**src/rtl/aud_pkg.sv**
```systemverilog
// Shared types for the WM8731 audio path: stereo frame, LR slot, attenuation helper.
// No logic of its own; no latency or backpressure.
// Imported by aud_sample_fifo and aud_dac_tx.
package aud_pkg;

    localparam int AUD_DATA_W = 16;

    typedef struct packed {
        logic [AUD_DATA_W-1:0] left;
        logic [AUD_DATA_W-1:0] right;
    } aud_frame_t;

    typedef enum logic {
        SLOT_LEFT  = 1'b0,
        SLOT_RIGHT = 1'b1
    } lr_slot_e;

    // Arithmetic shift: sign kept, truncates toward minus infinity (-1 stays -1).
    function automatic logic [AUD_DATA_W-1:0] aud_atten(
        input logic [AUD_DATA_W-1:0] word,
        input logic [3:0]            shamt
    );
        return $signed(word) >>> shamt;
    endfunction

endpackage

```
**src/rtl/aud_sample_fifo.sv**
```systemverilog
// Synchronous FIFO of stereo frames, DEPTH entries, wrap-bit pointers.
// Latency: a pushed frame is visible at the read port the cycle after the push.
// Backpressure: o_full blocks pushes; pops while empty are ignored.
module aud_sample_fifo
    import aud_pkg::*;
#(
    parameter int DEPTH = 4
) (
    input  logic                     i_clk,
    input  logic                     i_rst_n,
    input  logic                     i_push,
    input  aud_frame_t               i_push_dat,
    input  logic                     i_pop,
    output aud_frame_t               o_pop_dat,
    output logic                     o_full,
    output logic                     o_empty,
    output logic [$clog2(DEPTH):0]   o_count
);

    localparam int AW = $clog2(DEPTH);

    aud_frame_t  mem [DEPTH];
    logic [AW:0] wr_q, wr_d;
    logic [AW:0] rd_q, rd_d;
    logic        push_ok;
    logic        pop_ok;

    assign o_count   = wr_q - rd_q;
    assign o_empty   = (wr_q == rd_q);
    assign o_full    = (wr_q[AW] != rd_q[AW]) && (wr_q[AW-1:0] == rd_q[AW-1:0]);
    assign o_pop_dat = mem[rd_q[AW-1:0]];

    assign push_ok = i_push && !o_full;
    assign pop_ok  = i_pop && !o_empty;

    always_comb begin
        wr_d = wr_q;
        rd_d = rd_q;
        if (push_ok) wr_d = wr_q + (AW+1)'(1);
        if (pop_ok)  rd_d = rd_q + (AW+1)'(1);
    end

    always_ff @(posedge i_clk or negedge i_rst_n) begin
        if (!i_rst_n) begin
            wr_q <= '0;
            rd_q <= '0;
        end else begin
            wr_q <= wr_d;
            rd_q <= rd_d;
        end
    end

    always_ff @(posedge i_clk) begin
        if (push_ok) mem[wr_q[AW-1:0]] <= i_push_dat;
    end

endmodule

```
**src/rtl/aud_dac_tx.sv**
```systemverilog
// I2S DAC transmitter: FIFO-buffered stereo frames serialized MSB-first against codec DACLRCK; AUD_DAC_TX_ATTEN_EN adds i_atten.
// Latency: LRCK edge seen at cycle N -> MSB on o_dacdat at N+1, LSB at N+DATA_W; underrun pulse at N+1.
// Backpressure: o_ready = !full from the registered FIFO count; an empty FIFO at a left slot plays silence.
module aud_dac_tx
    import aud_pkg::*;
#(
    parameter int DATA_W = AUD_DATA_W,
    parameter int DEPTH  = 4
) (
    input  logic              i_clk,
    input  logic              i_rst_n,
    input  logic              i_enable,
    input  logic              i_valid,
    output logic              o_ready,
    input  logic [DATA_W-1:0] i_left,
    input  logic [DATA_W-1:0] i_right,
    input  logic              i_daclrck,
    output logic              o_dacdat,
    output logic              o_underrun,
    output logic [7:0]        o_underrun_cnt
`ifdef AUD_DAC_TX_ATTEN_EN
    ,
    input  logic [3:0]        i_atten
`endif
);

    localparam int CNT_W  = $clog2(DATA_W + 1);
    localparam int FCNT_W = $clog2(DEPTH) + 1;

    aud_frame_t        wr_frame;
    aud_frame_t        rd_frame;
    logic              fifo_full;
    logic              fifo_empty;
    logic [FCNT_W-1:0] fifo_cnt;
    logic              fifo_push;
    logic              fifo_pop;

    logic              lrck_q;
    logic              armed_q;
    logic              lrck_edge;
    logic              lrck_fall;
    logic              lrck_rise;
    lr_slot_e          new_slot;

    logic [DATA_W-1:0] sh_q, sh_d;
    logic [DATA_W-1:0] hold_q, hold_d;
    logic [CNT_W-1:0]  bit_cnt_q, bit_cnt_d;
    logic              underrun_q, underrun_d;
    logic [7:0]        urun_cnt_q, urun_cnt_d;
    logic [DATA_W-1:0] pop_left;
    logic [DATA_W-1:0] pop_right;

    assign wr_frame.left  = i_left;
    assign wr_frame.right = i_right;
    assign o_ready        = !fifo_full;
    assign fifo_push      = i_valid && o_ready;

    aud_sample_fifo #(
        .DEPTH (DEPTH)
    ) u_fifo (
        .i_clk      (i_clk),
        .i_rst_n    (i_rst_n),
        .i_push     (fifo_push),
        .i_push_dat (wr_frame),
        .i_pop      (fifo_pop),
        .o_pop_dat  (rd_frame),
        .o_full     (fifo_full),
        .o_empty    (fifo_empty),
        .o_count    (fifo_cnt)
    );

    // armed_q masks the compare on the first cycle out of reset, before lrck_q has tracked the pin.
    assign new_slot  = lr_slot_e'(i_daclrck);
    assign lrck_edge = armed_q && (i_daclrck != lrck_q);
    assign lrck_fall = lrck_edge && (new_slot == SLOT_LEFT);
    assign lrck_rise = lrck_edge && (new_slot == SLOT_RIGHT);
    assign fifo_pop  = lrck_fall && i_enable && !fifo_empty;

`ifdef AUD_DAC_TX_ATTEN_EN
    assign pop_left  = aud_atten(rd_frame.left, i_atten);
    assign pop_right = aud_atten(rd_frame.right, i_atten);
`else
    assign pop_left  = rd_frame.left;
    assign pop_right = rd_frame.right;
`endif

    always_comb begin
        sh_d       = sh_q;
        hold_d     = hold_q;
        bit_cnt_d  = bit_cnt_q;
        urun_cnt_d = urun_cnt_q;
        underrun_d = 1'b0;
        if (lrck_fall) begin
            bit_cnt_d = CNT_W'(DATA_W);
            if (fifo_pop) begin
                sh_d   = pop_left;
                hold_d = pop_right;
            end else begin
                sh_d   = '0;
                hold_d = '0;
            end
            if (i_enable && fifo_empty) begin
                underrun_d = 1'b1;
                if (urun_cnt_q != 8'hFF) urun_cnt_d = urun_cnt_q + 8'd1;
            end
        end else if (lrck_rise) begin
            sh_d      = hold_q;
            bit_cnt_d = CNT_W'(DATA_W);
        end else if (bit_cnt_q != '0) begin
            sh_d      = {sh_q[DATA_W-2:0], 1'b0};
            bit_cnt_d = bit_cnt_q - CNT_W'(1);
        end
    end

    always_ff @(posedge i_clk or negedge i_rst_n) begin
        if (!i_rst_n) begin
            lrck_q     <= 1'b0;
            armed_q    <= 1'b0;
            sh_q       <= '0;
            hold_q     <= '0;
            bit_cnt_q  <= '0;
            underrun_q <= 1'b0;
            urun_cnt_q <= '0;
        end else begin
            lrck_q     <= i_daclrck;
            armed_q    <= 1'b1;
            sh_q       <= sh_d;
            hold_q     <= hold_d;
            bit_cnt_q  <= bit_cnt_d;
            underrun_q <= underrun_d;
            urun_cnt_q <= urun_cnt_d;
        end
    end

    // Output is gated by the bit counter so it reads zero once the slot's word is spent.
    assign o_dacdat       = sh_q[DATA_W-1] && (bit_cnt_q != '0);
    assign o_underrun     = underrun_q;
    assign o_underrun_cnt = urun_cnt_q;

    always_ff @(posedge i_clk) begin
        if (i_rst_n) assert (fifo_cnt <= FCNT_W'(DEPTH));
    end

endmodule

```
**config.mk**
```make
export PLATFORM = sky130hd
export DESIGN_NAME = aud_dac_tx
export DESIGN_NICKNAME = d
export VERILOG_FILES = /design/src/rtl/aud_pkg.sv /design/src/rtl/aud_sample_fifo.sv /design/src/rtl/aud_dac_tx.sv
export SDC_FILE = /design/constraint.sdc
export NUM_CORES = 1
export LEC_CHECK = 0
export CORE_ASPECT_RATIO = 0.7
export CORE_MARGIN = 8
export CORE_UTILIZATION = 35
export CTS_BUF_LIST = sky130_fd_sc_hd__clkbuf_4
export CTS_CLUSTER_DIAMETER = 120
export CTS_CLUSTER_SIZE = 28
export DETAILED_ROUTE_END_ITERATION = 8
export HOLD_SLACK_MARGIN = 0.12
export PLACE_DENSITY = 0.64
export SYNTH_ARGS = -nofsm -noshare
export SYNTH_HDL_FRONTEND = slang
export SYNTH_HIERARCHICAL = 1
export SYNTH_SLANG_ARGS = --single-unit
export TNS_END_PERCENT = 1
```
**constraint.sdc**
```tcl
create_clock -name i_clk -period 3.6 [get_ports i_clk]
set_input_delay 0.72 -clock i_clk [delete_from_list [all_inputs] [get_ports i_clk]]
set_output_delay 0.72 -clock i_clk [all_outputs]
set_load 0.02 [all_outputs]
```
== Yosys cells after proc, flatten, opt, wreduce, memory -nomap -nowiden ==
Memories as Yosys holds them, arrays and structs flattened.
Cells that the tools add are included.
Word-level totals
  flip-flop bits (word level): 54
  bits in latches: 0
  bits in writable memories: 128
  memory bits (read-only): 0
  input bits: 37
  output and inout bits: 11
  word-level logic and storage cells: 48
  memories: 1
Memory list
  u_fifo.mem: words 4, width 32, read ports 1, clocked after memory_dff 0, write ports 1, line aud_sample_fifo.sv:22  | aud_frame_t mem [DEPTH];
Operators by class
  add/sub/neg operators: 4
  multiply operators: 0
  divide/modulo/power cells: 0
  magnitude comparators: 0
  eq/ne operators: 5
  shift-type cells: 0
  multiplexer cells: 12
  bitwise gates (word level): 1
  reduce and logical (&&, ||, !) cells: 16
Operators by type and width (count)
  $mux W16: 5
  $mux W5: 3
  $logic_and A1 B1 Y1: 11
  $add A8 B1 Y8 const B: 1
  $ne A8 B8 Y1 const B: 1
  $add A3 B1 Y3 const B: 2
  $reduce_bool A5 Y1: 1
  $sub A5 B1 Y5 const B: 1
  $mux W1: 4
  $eq A3 B3 Y1: 1
  $reduce_and A3 Y1: 1
  $reduce_bool A3 Y1: 1
  $eq A2 B2 Y1: 1
  $logic_not A1 Y1: 2
  $ne A1 B1 Y1: 2
  $not A1 Y1: 1

== Longest topological paths before layout ==
  word-level depth: 7
  gate-level depth with buffers: 11
  gate-level depth less buffers: 8

== Cells and area by module ==
Netlist, hierarchy kept.
Modules (own cells, without submodules)
  aud_sample_fifo: times used 1, cells an instance 213, area an instance 5079.9 µm², seq. area each 3993.8 µm²
  aud_dac_tx: times used 1, cells an instance 201, area an instance 2204.6 µm², seq. area each 1201.2 µm²

== Worst setup path after synthesis ==
Ideal clock, no wire load.
  path kind: register to register
  start point: register u_fifo.rd_q[1]
  end point: memory u_fifo/mem[3][0] in the netlist's numbering (enable)
  library setup time: 392 ps
  data arrival time: 2444 ps
  data required time: 3208 ps
  setup slack: 764 ps
  stages on the path, launching flop included: 9
  period minus slack after synthesis: 2836 ps
  path through: dfrtp_1 clkbuf_1 buf_2 inv_1 ha_1 nand3_1 inv_1 nor2b_1 and3_1
Between the ends
  cells in the longest elaborated chain, start to end: 7
Ends and longest elaborated chain
  from (decl): line aud_sample_fifo.sv:24  | logic [AW:0] rd_q, rd_d;
  from (signal assigned): line aud_sample_fifo.sv:49  | rd_q <= rd_d;
  $eq A2 B2 Y1: line aud_sample_fifo.sv:30  | assign o_full = (wr_q[AW] != rd_q[AW]) && (wr_q[AW-1:0] == rd_q[AW-1:0]);
  $logic_and A1 B1 Y1: line aud_sample_fifo.sv:30
  via fifo_full: line aud_dac_tx.sv:32  | logic fifo_full;
  $logic_not A1 Y1: line aud_dac_tx.sv:55  | assign o_ready = !fifo_full;
  $logic_and A1 B1 Y1: line aud_dac_tx.sv:56  | assign fifo_push = i_valid && o_ready;
  via fifo_push: line aud_dac_tx.sv:35  | logic fifo_push;
  $logic_and A1 B1 Y1: line aud_sample_fifo.sv:33  | assign push_ok = i_push && !o_full;
  $mux W1: line aud_sample_fifo.sv:54  | if (push_ok) mem[wr_q[AW-1:0]] <= i_push_dat;
  $mux W1 (not written as such): line aud_sample_fifo.sv:54
  to (decl): line aud_sample_fifo.sv:22
The timed path passes the listed nets, and every way through them passes these cells.

== Worst setup path in the final report ==
  start point: register bit_cnt_q[0]
  end point: output port o_dacdat
Between the ends
  cells in the longest elaborated chain, start to end: 2
Ends and longest elaborated chain
  from (decl): line aud_dac_tx.sv:47  | logic [CNT_W-1:0] bit_cnt_q, bit_cnt_d;
  from (signal assigned): line aud_dac_tx.sv:129  | bit_cnt_q <= bit_cnt_d;
  $reduce_bool A5 Y1: line aud_dac_tx.sv:136  | assign o_dacdat = sh_q[DATA_W-1] && (bit_cnt_q != '0);
  $logic_and A1 B1 Y1: line aud_dac_tx.sv:136
  to (decl): line aud_dac_tx.sv:18  | output logic o_dacdat,
Every way passes these cells.

==> results.md <==
- Status: finished clean
- Die area: 25640 um^2
- CTS root buf: clkbuf_4
- Net Count, Synth: 456
- Synth warn: 6
- Post-route DRC: 0
- Grt ovf: 0
- Crit-path max FO: 12
- Post-Syn Area per Cell: 17.68 um^2
- Pin count of the biggest net entering global routing: 35
- Antenna cells: 0
- CTS H-tree depth: 4
- Share of cells above drive strength 1: 18.54%
- HPWL after DPL: 8892 um
- # Post-CTS Setup Buffers: 0
- Final Wtd Congestion: 0.7923
- Clk buf depth: 2
- Fmax: 323.9 MHz
- Initial core utilization: 35.30%
- Area grow syn2layout: 15.04%
- CP max-delay cell: clkdlybuf4s50_1
- Family with the most delay on the worst path: buffers and inverters
- Worst-path cell chain: inv_1 > ha_1 > nor4b_2 > buf_4 > nor2b_1 > clkdlybuf4s50_1
- Power per cell area: 734.7 nW/um^2
- Horiz. Die Dim: 188 um
- Post-CTS Hold Fix Bufs: 0
- # rows: 44
- Slew Viols, Final: 0
- # setup viols final: 0
- Die Height: 136.4 um
- Routed WL per cell: 18.81 um
- Mapped Area: 7248 um^2
- Pre-CTS WS: 917.5 ps
- First-pass GRT wire length: 22670 um
- DRT Pass-1 Iters: 5
- Tmin final: 3088 ps
- DRT Wirelength: 14220 um
- Critical Path RT: 2880 ps
- Critical Path Max Stage Delay: 640 ps
- Final hold vios: 0
- WP data arrival: 2370 ps
- Crit end category: output port
- Critical path class: flip-flop to output port
- PortBufs: 47
- Fillers: 1838
- Antenna Nets Post-Route: 0
- Core box area: 20530 um^2
- Global Route Usage Sum: 11.62%
- Clock sink total: 182
- PnR worst setup slack: 512.2 ps
- Vias per std cell: 5.075
- Post-CTS Resized: 0
- Vias: 3837
- RSZ-0062 raised after global routing: no
- Max_cap viols: 0
- Initial antenna violation count: 0
- Skew-Pair Late Insertion Delay: 550 ps
- CTS tree: yes
- Slew HR: 47.97%
- HP Class: input pin to asynchronous set/reset pin
- Initial detailed-routing violation count: 343
- Crit share post-route: 85.77%
- Synthesized instance count: 410
- Clock skew: 15.78 ps
- Cts bufs inserted: 17
- CP Launch Type: flip-flop
- WP buf/inv: 3
- VDD IR-drop max: 0.4532 mV
- Fin Hold WS: 194.0 ps
- Vias in the first global route: 4050
- Nets: 513
- Setup tns final: 0 ps
- Clk slew on worst S/H paths: 140 ps
- P_leak: 2.988 nW
- Worst slew pin tran: 775.3 ps
- Ports: 48
==> cells in the final DEF, fill, tap and decap left out, types with 4 or more instances in the layout <==
master and count:
a21oi_1 16, a222oi_1 10, a22o_1 26, a22oi_1 6, and3_1 4, buf_4 11, clkbuf_4 20, clkdlybuf4s50_1 46
dfrtp_1 53, edfxtp_1 128, ha_1 9, inv_1 12, mux2_1 4, mux4_2 32, nand2_1 11, nand3_1 5
nor2_1 22, nor2b_1 5, o21ai_0 8, xnor2_1 7
==> final timing paths <==
check,to,from,cells after the start,slack [ps]
max in group asynchronous,hold_q[12],i_rst_n,2,2610
max,o_dacdat,bit_cnt_q[0],6,510
max reg2reg,u_fifo/mem[3][13],u_fifo/wr_q[0],7,1080
min in group i_clk,hold_q[12],hold_q[12],1,520
min,o_underrun_cnt[3],i_rst_n,1,190
min reg2reg,hold_q[12],hold_q[12],1,520
==> stage by stage <==
stage | total power [mW] | area (um^2) | utilization (%) | std cells
2_1_floorplan | 4.407 | 7248 | - | 410
3_3_place_gp | 4.936 | 8034 | 39.12 | 724
3_5_place_dp | 5.019 | 8034 | 39.12 | 724
4_1_cts | 6.200 | 8338 | 40.60 | 756
5_1_grt | 6.483 | 8338 | 40.60 | 756
6_report | 6.126 | 8338 | 40.60 | 756
==> routing by layer <==
| layer | track usage, % | vias up | part of all wire [%] | wire, um |
|---|---|---|---|---|
| li1 | - | 1738 | - | - |
| met2 | 17.21 | 86 | 45 | 6419 |
| met4 | 3.927 | 0 | 1.1 | 152 |
| met5 | 0 | - | 0 | 0 |
| met3 | 2.973 | 16 | 4.9 | 696 |
| met1 | 16.40 | 1997 | 49 | 6955 |
==> power by group <==
| part | internal [mW] | leakage, nW | total (mW) | switching [mW] |
|---|---|---|---|---|
| sequential | 2.85 | 1.87 | 3.08 | 0.231 |
| clock | 0.505 | 0.159 | 1.18 | 0.673 |
| combinational | 0.843 | 0.960 | 1.87 | 1.03 |
==> flip-flops by register name, indices dropped and copies added, names as in the netlist <==
register / count
u_fifo/wr_q: 3
bit_cnt_q: 5
armed_q: 1
lrck_q: 1
u_fifo/rd_q: 3
o_underrun_cnt: 8
o_underrun: 1
hold_q: 16
sh_q: 16
u_fifo/mem: 128
==> layout make-up <==
cell class	count	area (um^2)	share of cell area [%]
inverter	13	48.80	0.5852
timing repair buffer	58	548.0	6.573
tap	276	345.3	4.142
sequential	182	5196	62.32
clock inverter	12	153.9	1.846
multi-input combinational	195	1896	22.73
clock buffer	20	150.1	1.801
Power figures use the tool's default switching activity.
